<file path="src/rtl/lane_deserializer_pkg.sv">
// Shared state type, beat-count helper and elaboration-time parameter checks
// for the lane deserializer.
`ifndef LANE_DESER_PKG_SV
`define LANE_DESER_PKG_SV

package lane_deser_pkg;

  typedef enum logic [1:0] {IDLE, SHIFT, PARITY} deser_state_e;

  function automatic int beats_f(input int data_width, input int lanes);
    return data_width / lanes;
  endfunction

  function automatic bit is_pow2_f(input int n);
    return (n >= 1) && ((n & (n - 1)) == 0);
  endfunction

endpackage

`define LANE_DESER_CHECK_PARAMS(DW, LN, DEPTH) \
  if (((DW) % (LN)) != 0) begin : g_bad_lanes \
    $error("LANES must divide DATA_WIDTH"); \
  end \
  if (!lane_deser_pkg::is_pow2_f(DEPTH)) begin : g_bad_depth \
    $error("OUT_DEPTH must be a power of 2"); \
  end

`endif

</file>
<file path="src/rtl/lane_deserializer_fifo.sv">
// Output word buffer: single-clock FIFO with occupancy count.
// The head reads as zero while empty; push and pop may coincide even when full.
module sync_fifo #(
  parameter int WIDTH = 24,
  parameter int DEPTH = 2
) (
  input  logic                         clk,
  input  logic                         rst,
  input  logic                         push,
  input  logic [WIDTH-1:0]             push_data,
  input  logic                         pop,
  output logic [WIDTH-1:0]             head,
  output logic [$clog2(DEPTH+1)-1:0]   count
);

  localparam int AW = (DEPTH > 1) ? $clog2(DEPTH) : 1;
  localparam int CW = $clog2(DEPTH + 1);

  logic [WIDTH-1:0] mem [DEPTH];
  logic [AW-1:0]    wr_ptr;
  logic [AW-1:0]    rd_ptr;
  logic             do_push;
  logic             do_pop;

  function automatic logic [AW-1:0] next_ptr(input logic [AW-1:0] p);
    return (p == AW'(DEPTH - 1)) ? '0 : p + 1'b1;
  endfunction

  assign do_pop  = pop && (count != '0);
  assign do_push = push && ((count != CW'(DEPTH)) || do_pop);
  assign head    = (count == '0) ? '0 : mem[rd_ptr];

  always_ff @(posedge clk) begin
    if (rst) begin
      wr_ptr <= '0;
      rd_ptr <= '0;
      count  <= '0;
    end else begin
      if (do_push) begin
        mem[wr_ptr] <= push_data;
        wr_ptr      <= next_ptr(wr_ptr);
      end
      if (do_pop) begin
        rd_ptr <= next_ptr(rd_ptr);
      end
      case ({do_push, do_pop})
        2'b10:   count <= count + 1'b1;
        2'b01:   count <= count - 1'b1;
        default: count <= count;
      endcase
    end
  end

endmodule

</file>
<file path="src/rtl/lane_deserializer.sv">
// Lane deserializer: assembles DATA_WIDTH-bit words from LANES-bit beats into an output FIFO.
// Define LANE_DESER_PARITY_CHECK_EN to require a trailing even-parity beat after every word.
module lane_deserializer
  import lane_deser_pkg::*;
#(
  parameter int DATA_WIDTH  = 24,
  parameter int LANES       = 1,
  parameter int MSB_FIRST   = 0,
  parameter int OUT_DEPTH   = 2,
  parameter int GAP_TIMEOUT = 16
) (
  input  logic                  i_clk,
  input  logic                  i_rst,
  input  logic                  i_en,
  input  logic [LANES-1:0]      i_din,
  input  logic                  i_din_valid,
  output logic                  o_ready,
  output logic [DATA_WIDTH-1:0] o_dout,
  output logic                  o_dout_valid,
  input  logic                  i_ready,
  output logic                  o_frame_err,
  output logic                  o_parity_err
);

  localparam int BEATS = beats_f(DATA_WIDTH, LANES);
  localparam int IW    = (BEATS > 1) ? $clog2(BEATS) : 1;
  localparam int GW    = (GAP_TIMEOUT > 0) ? $clog2(GAP_TIMEOUT + 1) : 1;
  localparam int CW    = $clog2(OUT_DEPTH + 1);
  localparam int CW1   = CW + 1;

  `LANE_DESER_CHECK_PARAMS(DATA_WIDTH, LANES, OUT_DEPTH)

  deser_state_e          state;
  deser_state_e          next_state;
  logic [DATA_WIDTH-1:0] shreg;
  logic [IW-1:0]         beat_idx;
  logic [IW-1:0]         wr_pos;
  int                    wr_base;
  logic [GW-1:0]         gap_cnt;
  logic                  push_pending;
  logic [CW-1:0]         fifo_count;
  logic                  accept;
  logic                  idle_tick;
  logic                  gap_hit;
  logic                  last_data_beat;
  logic                  load_beat;
  logic                  idx_inc;
  logic                  idx_clr;
  logic                  gap_inc;
  logic                  gap_clr;
  logic                  set_push;
  logic                  abort;
`ifdef LANE_DESER_PARITY_CHECK_EN
  logic                  parity_ok;
  logic                  parity_fail;
`endif

  // A pending push reserves its FIFO slot so back-to-back single-beat words cannot overflow.
  assign o_ready = i_en && !i_rst &&
                   ((CW1'(fifo_count) + CW1'(push_pending)) < CW1'(OUT_DEPTH));

  assign accept         = i_en && i_din_valid && o_ready;
  assign idle_tick      = i_en && !i_din_valid;
  assign gap_hit        = (GAP_TIMEOUT != 0) && idle_tick && (gap_cnt == GW'(GAP_TIMEOUT - 1));
  assign last_data_beat = (beat_idx == IW'(BEATS - 1));
  assign wr_pos         = (MSB_FIRST != 0) ? (IW'(BEATS - 1) - beat_idx) : beat_idx;
  assign wr_base        = LANES * int'(wr_pos);
  assign o_dout_valid   = (fifo_count != '0);
`ifdef LANE_DESER_PARITY_CHECK_EN
  assign parity_ok      = (i_din[0] == ^shreg);
`endif

  always_ff @(posedge i_clk) begin
    if (i_rst) state <= IDLE;
    else       state <= next_state;
  end

  always_comb begin
    next_state = state;
    load_beat  = 1'b0;
    idx_inc    = 1'b0;
    idx_clr    = 1'b0;
    gap_inc    = 1'b0;
    gap_clr    = 1'b0;
    set_push   = 1'b0;
    abort      = 1'b0;
`ifdef LANE_DESER_PARITY_CHECK_EN
    parity_fail = 1'b0;
`endif
    case (state)
      IDLE: begin
        if (accept) begin
          load_beat = 1'b1;
          gap_clr   = 1'b1;
          if (BEATS == 1) begin
`ifdef LANE_DESER_PARITY_CHECK_EN
            next_state = PARITY;
`else
            set_push   = 1'b1;
`endif
          end else begin
            next_state = SHIFT;
            idx_inc    = 1'b1;
          end
        end
      end
      SHIFT: begin
        if (accept) begin
          load_beat = 1'b1;
          gap_clr   = 1'b1;
          if (last_data_beat) begin
            idx_clr = 1'b1;
`ifdef LANE_DESER_PARITY_CHECK_EN
            next_state = PARITY;
`else
            next_state = IDLE;
            set_push   = 1'b1;
`endif
          end else begin
            idx_inc = 1'b1;
          end
        end else if (gap_hit) begin
          abort      = 1'b1;
          idx_clr    = 1'b1;
          gap_clr    = 1'b1;
          next_state = IDLE;
        end else if (idle_tick) begin
          gap_inc = 1'b1;
        end
      end
`ifdef LANE_DESER_PARITY_CHECK_EN
      PARITY: begin
        if (accept) begin
          gap_clr    = 1'b1;
          next_state = IDLE;
          if (parity_ok) set_push    = 1'b1;
          else           parity_fail = 1'b1;
        end else if (gap_hit) begin
          abort      = 1'b1;
          gap_clr    = 1'b1;
          next_state = IDLE;
        end else if (idle_tick) begin
          gap_inc = 1'b1;
        end
      end
`endif
      default: next_state = IDLE;
    endcase
  end

  always_ff @(posedge i_clk) begin
    if (i_rst) begin
      shreg        <= '0;
      beat_idx     <= '0;
      gap_cnt      <= '0;
      push_pending <= 1'b0;
      o_frame_err  <= 1'b0;
    end else begin
      push_pending <= set_push;
      o_frame_err  <= abort;
      if (load_beat) shreg[wr_base +: LANES] <= i_din;
      if (idx_clr)      beat_idx <= '0;
      else if (idx_inc) beat_idx <= beat_idx + 1'b1;
      if (gap_clr)      gap_cnt <= '0;
      else if (gap_inc) gap_cnt <= gap_cnt + 1'b1;
    end
  end

`ifdef LANE_DESER_PARITY_CHECK_EN
  always_ff @(posedge i_clk) begin
    if (i_rst) o_parity_err <= 1'b0;
    else       o_parity_err <= parity_fail;
  end
`else
  assign o_parity_err = 1'b0;
`endif

  sync_fifo #(
    .WIDTH(DATA_WIDTH),
    .DEPTH(OUT_DEPTH)
  ) u_fifo (
    .clk      (i_clk),
    .rst      (i_rst),
    .push     (push_pending),
    .push_data(shreg),
    .pop      (i_ready),
    .head     (o_dout),
    .count    (fifo_count)
  );

endmodule

</file>
<file path="config.mk">
export PLATFORM = sky130hd
export DESIGN_NAME = lane_deserializer
export DESIGN_NICKNAME = d
export VERILOG_FILES = /design/src/rtl/lane_deserializer_pkg.sv /design/src/rtl/lane_deserializer_fifo.sv /design/src/rtl/lane_deserializer.sv
export SDC_FILE = /design/constraint.sdc
export NUM_CORES = 1
export LEC_CHECK = 0
export ABC_AREA = 0
export CORE_UTILIZATION = 45
export DETAILED_ROUTE_END_ITERATION = 7
export PLACE_DENSITY = 0.73
export SLEW_MARGIN = 25
export SYNTH_ARGS = -nofsm -noshare
export SYNTH_HDL_FRONTEND = slang
export SYNTH_SLANG_ARGS = --single-unit
</file>
<file path="constraint.sdc">
create_clock -name i_clk -period 5.4 [get_ports i_clk]
set_input_delay 1.08 -clock i_clk [delete_from_list [all_inputs] [get_ports i_clk]]
set_output_delay 1.08 -clock i_clk [all_outputs]
set_load 0.03 [all_outputs]
</file>
* Word level (Yosys, flattened, before mapping)
Memories as Yosys holds them, arrays and structs flattened. A register that Yosys moved wholly into a read port is not among the register bits. Index checks and enable logic that the tools add are counted.
Storage, ports and cells: bits in registers 42, bits in writable memories 48, word-level logic and storage cells 83, memories 1
Memory list:
- u_fifo.mem | depth 2, bits a word 24, rd ports 1, clocked after Yosys merged registers in 1, write ports 1, RTL line lane_deserializer_fifo.sv:19 | logic [WIDTH-1:0] mem [DEPTH];
Operators by class: add/sub/neg operators 8, magnitude comparators 1, eq/ne operators 9, shift operators 2, multiplexer cells 30, bitwise operators 2, reductions and logical operators 21
Operator list (count):
- $neg A5 Y33 | 1
- $shift A1 B33 Y24 const A | 1
- $shiftx A1 B33 Y24 | 1
- $bwmux W24 | 1
- $mux W24 | 1
- $mux W1 | 20
- $add A5 B1 Y5 const B | 2
- $logic_and A1 B1 Y1 | 8
- $mux W2 | 4
- $pmux W2 S2 | 2
- $ne A3 B3 Y1 const B | 2
- $reduce_or A2 Y1 | 3
- $reduce_or A3 Y1 | 2
- $eq A5 B4 Y1 const B | 1
- $eq A5 B5 Y1 const B | 1
- $eq A2 B1 Y1 const B | 2
- $logic_not A2 Y1 | 2
- $ne A2 B2 Y1 const B | 2
- $pmux W1 S2 | 2
- $reduce_bool A2 Y1 | 2
- $add A2 B1 Y3 | 1
- $lt A3 B2 Y1 const B | 1
- $reduce_and A3 Y1 | 1
- $add A1 B1 Y1 const B | 2
- other kinds (6) | 8

* Longest topological paths before layout
word-level depth 7, depth in mapped cells 11, gate-level depth less buffers 9

* By module
Synthesis repeated with hierarchy kept, for this count alone.
Unflattened totals: cells, all modules 372, area total of the unflattened synthesis 4206.5 µm²
By module, submodules not included:
- lane_deserializer | instances 1, cells an instance 245, area each 2170.8 µm²
- sync_fifo | instances 1, cells an instance 127, area each 2035.7 µm²

* Least setup slack after synthesis
OpenSTA, ideal clock, no wires.
path kind input-to-reg, from in i_rst, to mem u_fifo.mem[0][0] (enable), setup time 0.435 ns, data arrival time 3.363 ns, slack 1.601 ns, stages 4, path buffers 3, cells stage by stage clkbuf_1 -> clkbuf_1 -> clkbuf_1 -> nor3_1
On the way: longest elaborated chain between the ends 2
Ends and longest elaborated chain:
- start: declaration | RTL line lane_deserializer.sv:13 | input logic i_rst,
- $mux W1 | RTL line lane_deserializer_fifo.sv:34 | if (rst) begin
- $mux W1 (not written as such) | RTL line lane_deserializer_fifo.sv:40 | mem[wr_ptr] <= push_data;
- end: declaration | RTL line lane_deserializer_fifo.sv:19
Every way passes these cells.

* Final worst setup path
from in i_rst, to out o_ready
On the way: longest elaborated chain between the ends 3
Ends and longest elaborated chain:
- $logic_not A1 Y1 | RTL line lane_deserializer.sv:59 | assign o_ready = i_en && !i_rst &&
- $logic_and A1 B1 Y1 (2 in series) | RTL line lane_deserializer.sv:59
- end: declaration | RTL line lane_deserializer.sv:17 | output logic o_ready,
Every way passes these cells.

==> results.tsv <==
metric	value	unit
cts bufs inserted	9	
Mapped Nets	370	
dpl hpwl	5000	µm
Remaining Overflow, GRT	0	
Place WS	1620	ps
WL/cell	14.6	µm
setup violators final	0	
nets	398	
placed insts	484	
Setup WS post-layout	1650	ps
Worst setup EP type	primary output	
syn avg cell area	11.3	µm²
vias in the first global route	2549	
CP Max Fanout	41	
first-pass GRT wire length	12400	µm
Min-Delay Startpoint	shreg[23]	
Synth top area share	35.4	%
antenna violations before repair	0	
dominant synthesized flop cell	edfxtp_1	
Cell Rows	34	
Max Freq	0.267	GHz
WHS	455	ps
RD Place Congestion	0.850	
via total after detailed routing	2679	
Final min period	3750	ps
RSZ-0062 raised after global routing	no	
Hold Fails Final Rpt	0	
Max Buffers Root-to-Sink	2	
worst r2r dst	shreg[22]	
skew final	14.0	ps
final worst-path cycle share	69.4	%
setup TNS	0	ps
Commonest cells post-synth	48 x edfxtp_1, 46 x mux2i_1, 46 x nor2_1, 42 x dfxtp_1, 26 x nand2b_1	
Sink Count	90	
ANT nets after route	0	
crit path launch type	input pin	
EDFF count, synth	48	
VDD IR max	0.141	mV
Post-CTS Resized	0	
max_slew headroom	59.5	%
Worst-Skew Late Latency	360	ps
die height	97.1	µm
initial core utilization	46.7	%
Boundary Pins	34	
H-Tree Depth	3	
Crit Path Class	in2out	
layout cells sized above 1	7.65	%
outcome	completed	
critical path required time	4320	ps
DRC viols	0	
fin. max-slew vios	0	
CTS tree	built	
Post-CTS Setup Bufs	0	
R2R depth	9	
Filler cells	770	
CP Data Arrival Time	2670	ps
LEAKAGE	1.65	nW
Post-Syn Instances	359	
Die W	97.1	µm
sequential area share after synthesis	56.1	%
worst slew pin tran	603	ps
All-Layer GR Usage	16.6	%
Die ar.	9430	µm²
Hold EP	u_fifo.mem[1][23]	
Layout Cells excl Fill	500	
Worst-path clk slew	100	ps
mapped cell area	4070	µm²
Max-Cap Viols	0	
Ys Warns	0	
Synth area leaders	edfxtp_1 35%, dfxtp_1 21%, mux2i_1 11%, nor2_1 4.2%, nand2b_1 4.0%	
Antenna diodes	0	
Hold Crit Class	reg2reg	
clock root cell	clkbuf_8	
largest net degree at the start of global routing	42	
initial DRC count	95	
cell with the most instances after synthesis	edfxtp_1	
Pre-Repair DR Iteration Count	4	
power per cell area	253	nW/µm²
core area	8720	µm²
Seq cells post-synth	90	
P&R area growth vs syn	14.4	%
asr flop ratio synth	0	%
leading area contributor after synthesis	edfxtp_1	
RR Startpoint	beat_idx[0]	
CTS Hold Bufs	0	
final wirelength	7320	µm
post-synth cell types	54	
reg-to-reg slack, setup	2230	ps
Worst Setup SP	i_rst	
Hold Path Stages	0	
# port buffers	32	
post-DR vias/cell	5.36	
==> layout make-up <==
| cell class | count | area (µm²) | share of cell area, % |
|---|---|---|---|
| flip-flops and latches | 90 | 2280 | 49.0 |
| multi-input cells | 243 | 1690 | 36.2 |
| repair buffers | 36 | 350 | 7.52 |
| well taps | 108 | 135 | 2.90 |
| clock buffers | 10 | 128 | 2.74 |
| clock inverters | 6 | 50.0 | 1.07 |
| inverters | 7 | 26.3 | 0.564 |
==> worst max-delay path by stage <==
stage	end	slack (ps)	cells after the start
finish	o_ready	1650	4
global route	o_ready	1590	4
CTS	o_ready	1630	4
detailed placement	o_ready	1620	4
global placement	o_ready	1670	4
floorplan	u_fifo.mem[0][0]	1600	4
==> worst max-delay path: stages <==
cell and delay (ps):
clkdlybuf4s50_1 390, buf_4 240, nor3b_1 240, clkdlybuf4s50_1 700
==> metal layers <==
metal | GRT usage [%] | wire length (µm)
met4 | 6.89 | 119
met2 | 27.7 | 3490
met5 | 0 | 0
met3 | 2.95 | 190
met1 | 21.3 | 3520
==> stage by stage <==
stage / power (mW) / instance area [µm²] / util [%]
5_1_grt: 1.22 / 4660 / 53.4
3_5_place_dp: 0.782 / 4480 / 51.3
2_1_floorplan: 0.768 / 4070 / -
3_3_place_gp: 0.781 / 4480 / 51.3
6_report: 1.18 / 4660 / 53.4
4_1_cts: 1.19 / 4650 / 53.4
==> logic make-up (layout without fill, tap and decap cells) <==
group | Yosys count | count (layout) | share of synthesized area, %
AO/OA/AOI/OAI | 25 | 25 | 4.43
flip-flops | 90 | 90 | 56.1
other | 1 | 1 | 0.0921
adder cells (fa/ha/maj) | 5 | 5 | 1.54
XOR/XNOR | 9 | 9 | 1.94
AND/OR/NAND/NOR | 154 | 154 | 20.9
buffers and inverters | 26 | 59 | 2.95
multiplexers | 49 | 49 | 12.1
==> where the power goes <==
part | switching, mW | leakage, nW | internal [mW]
Sequential | 0.00322 | 0.782 | 0.714
Combinational | 0.0299 | 0.787 | 0.0192
Clock | 0.241 | 0.0835 | 0.172
Total | 0.275 | 1.65 | 0.905
==> registers in the layout (all words and copies together) (netlist names), named ones only <==
register / flops
beat_idx: 5
gap_cnt: 5
o_frame_err: 1
push_pending: 1
shreg: 24
state: 1
u_fifo.count: 2
u_fifo.mem: 48
u_fifo.rd_ptr: 1
u_fifo.wr_ptr: 1
==> layout by cell type (no fill, tap or decap), types with 5 or more instances in the layout <==
| master | n |
|---|---|
| dfxtp_1 | 41 |
| nand4_1 | 8 |
| nor2b_1 | 6 |
| nor2_1 | 45 |
| nand3_1 | 13 |
| ha_1 | 5 |
| nand2_1 | 22 |
| clkbuf_8 | 9 |
| inv_1 | 7 |
| nand2b_1 | 26 |
| nor3_1 | 5 |
| xor2_1 | 5 |
| mux2i_1 | 46 |
| clkdlybuf4s50_1 | 32 |
| edfxtp_1 | 48 |
Power figures use the tool's default switching activity.
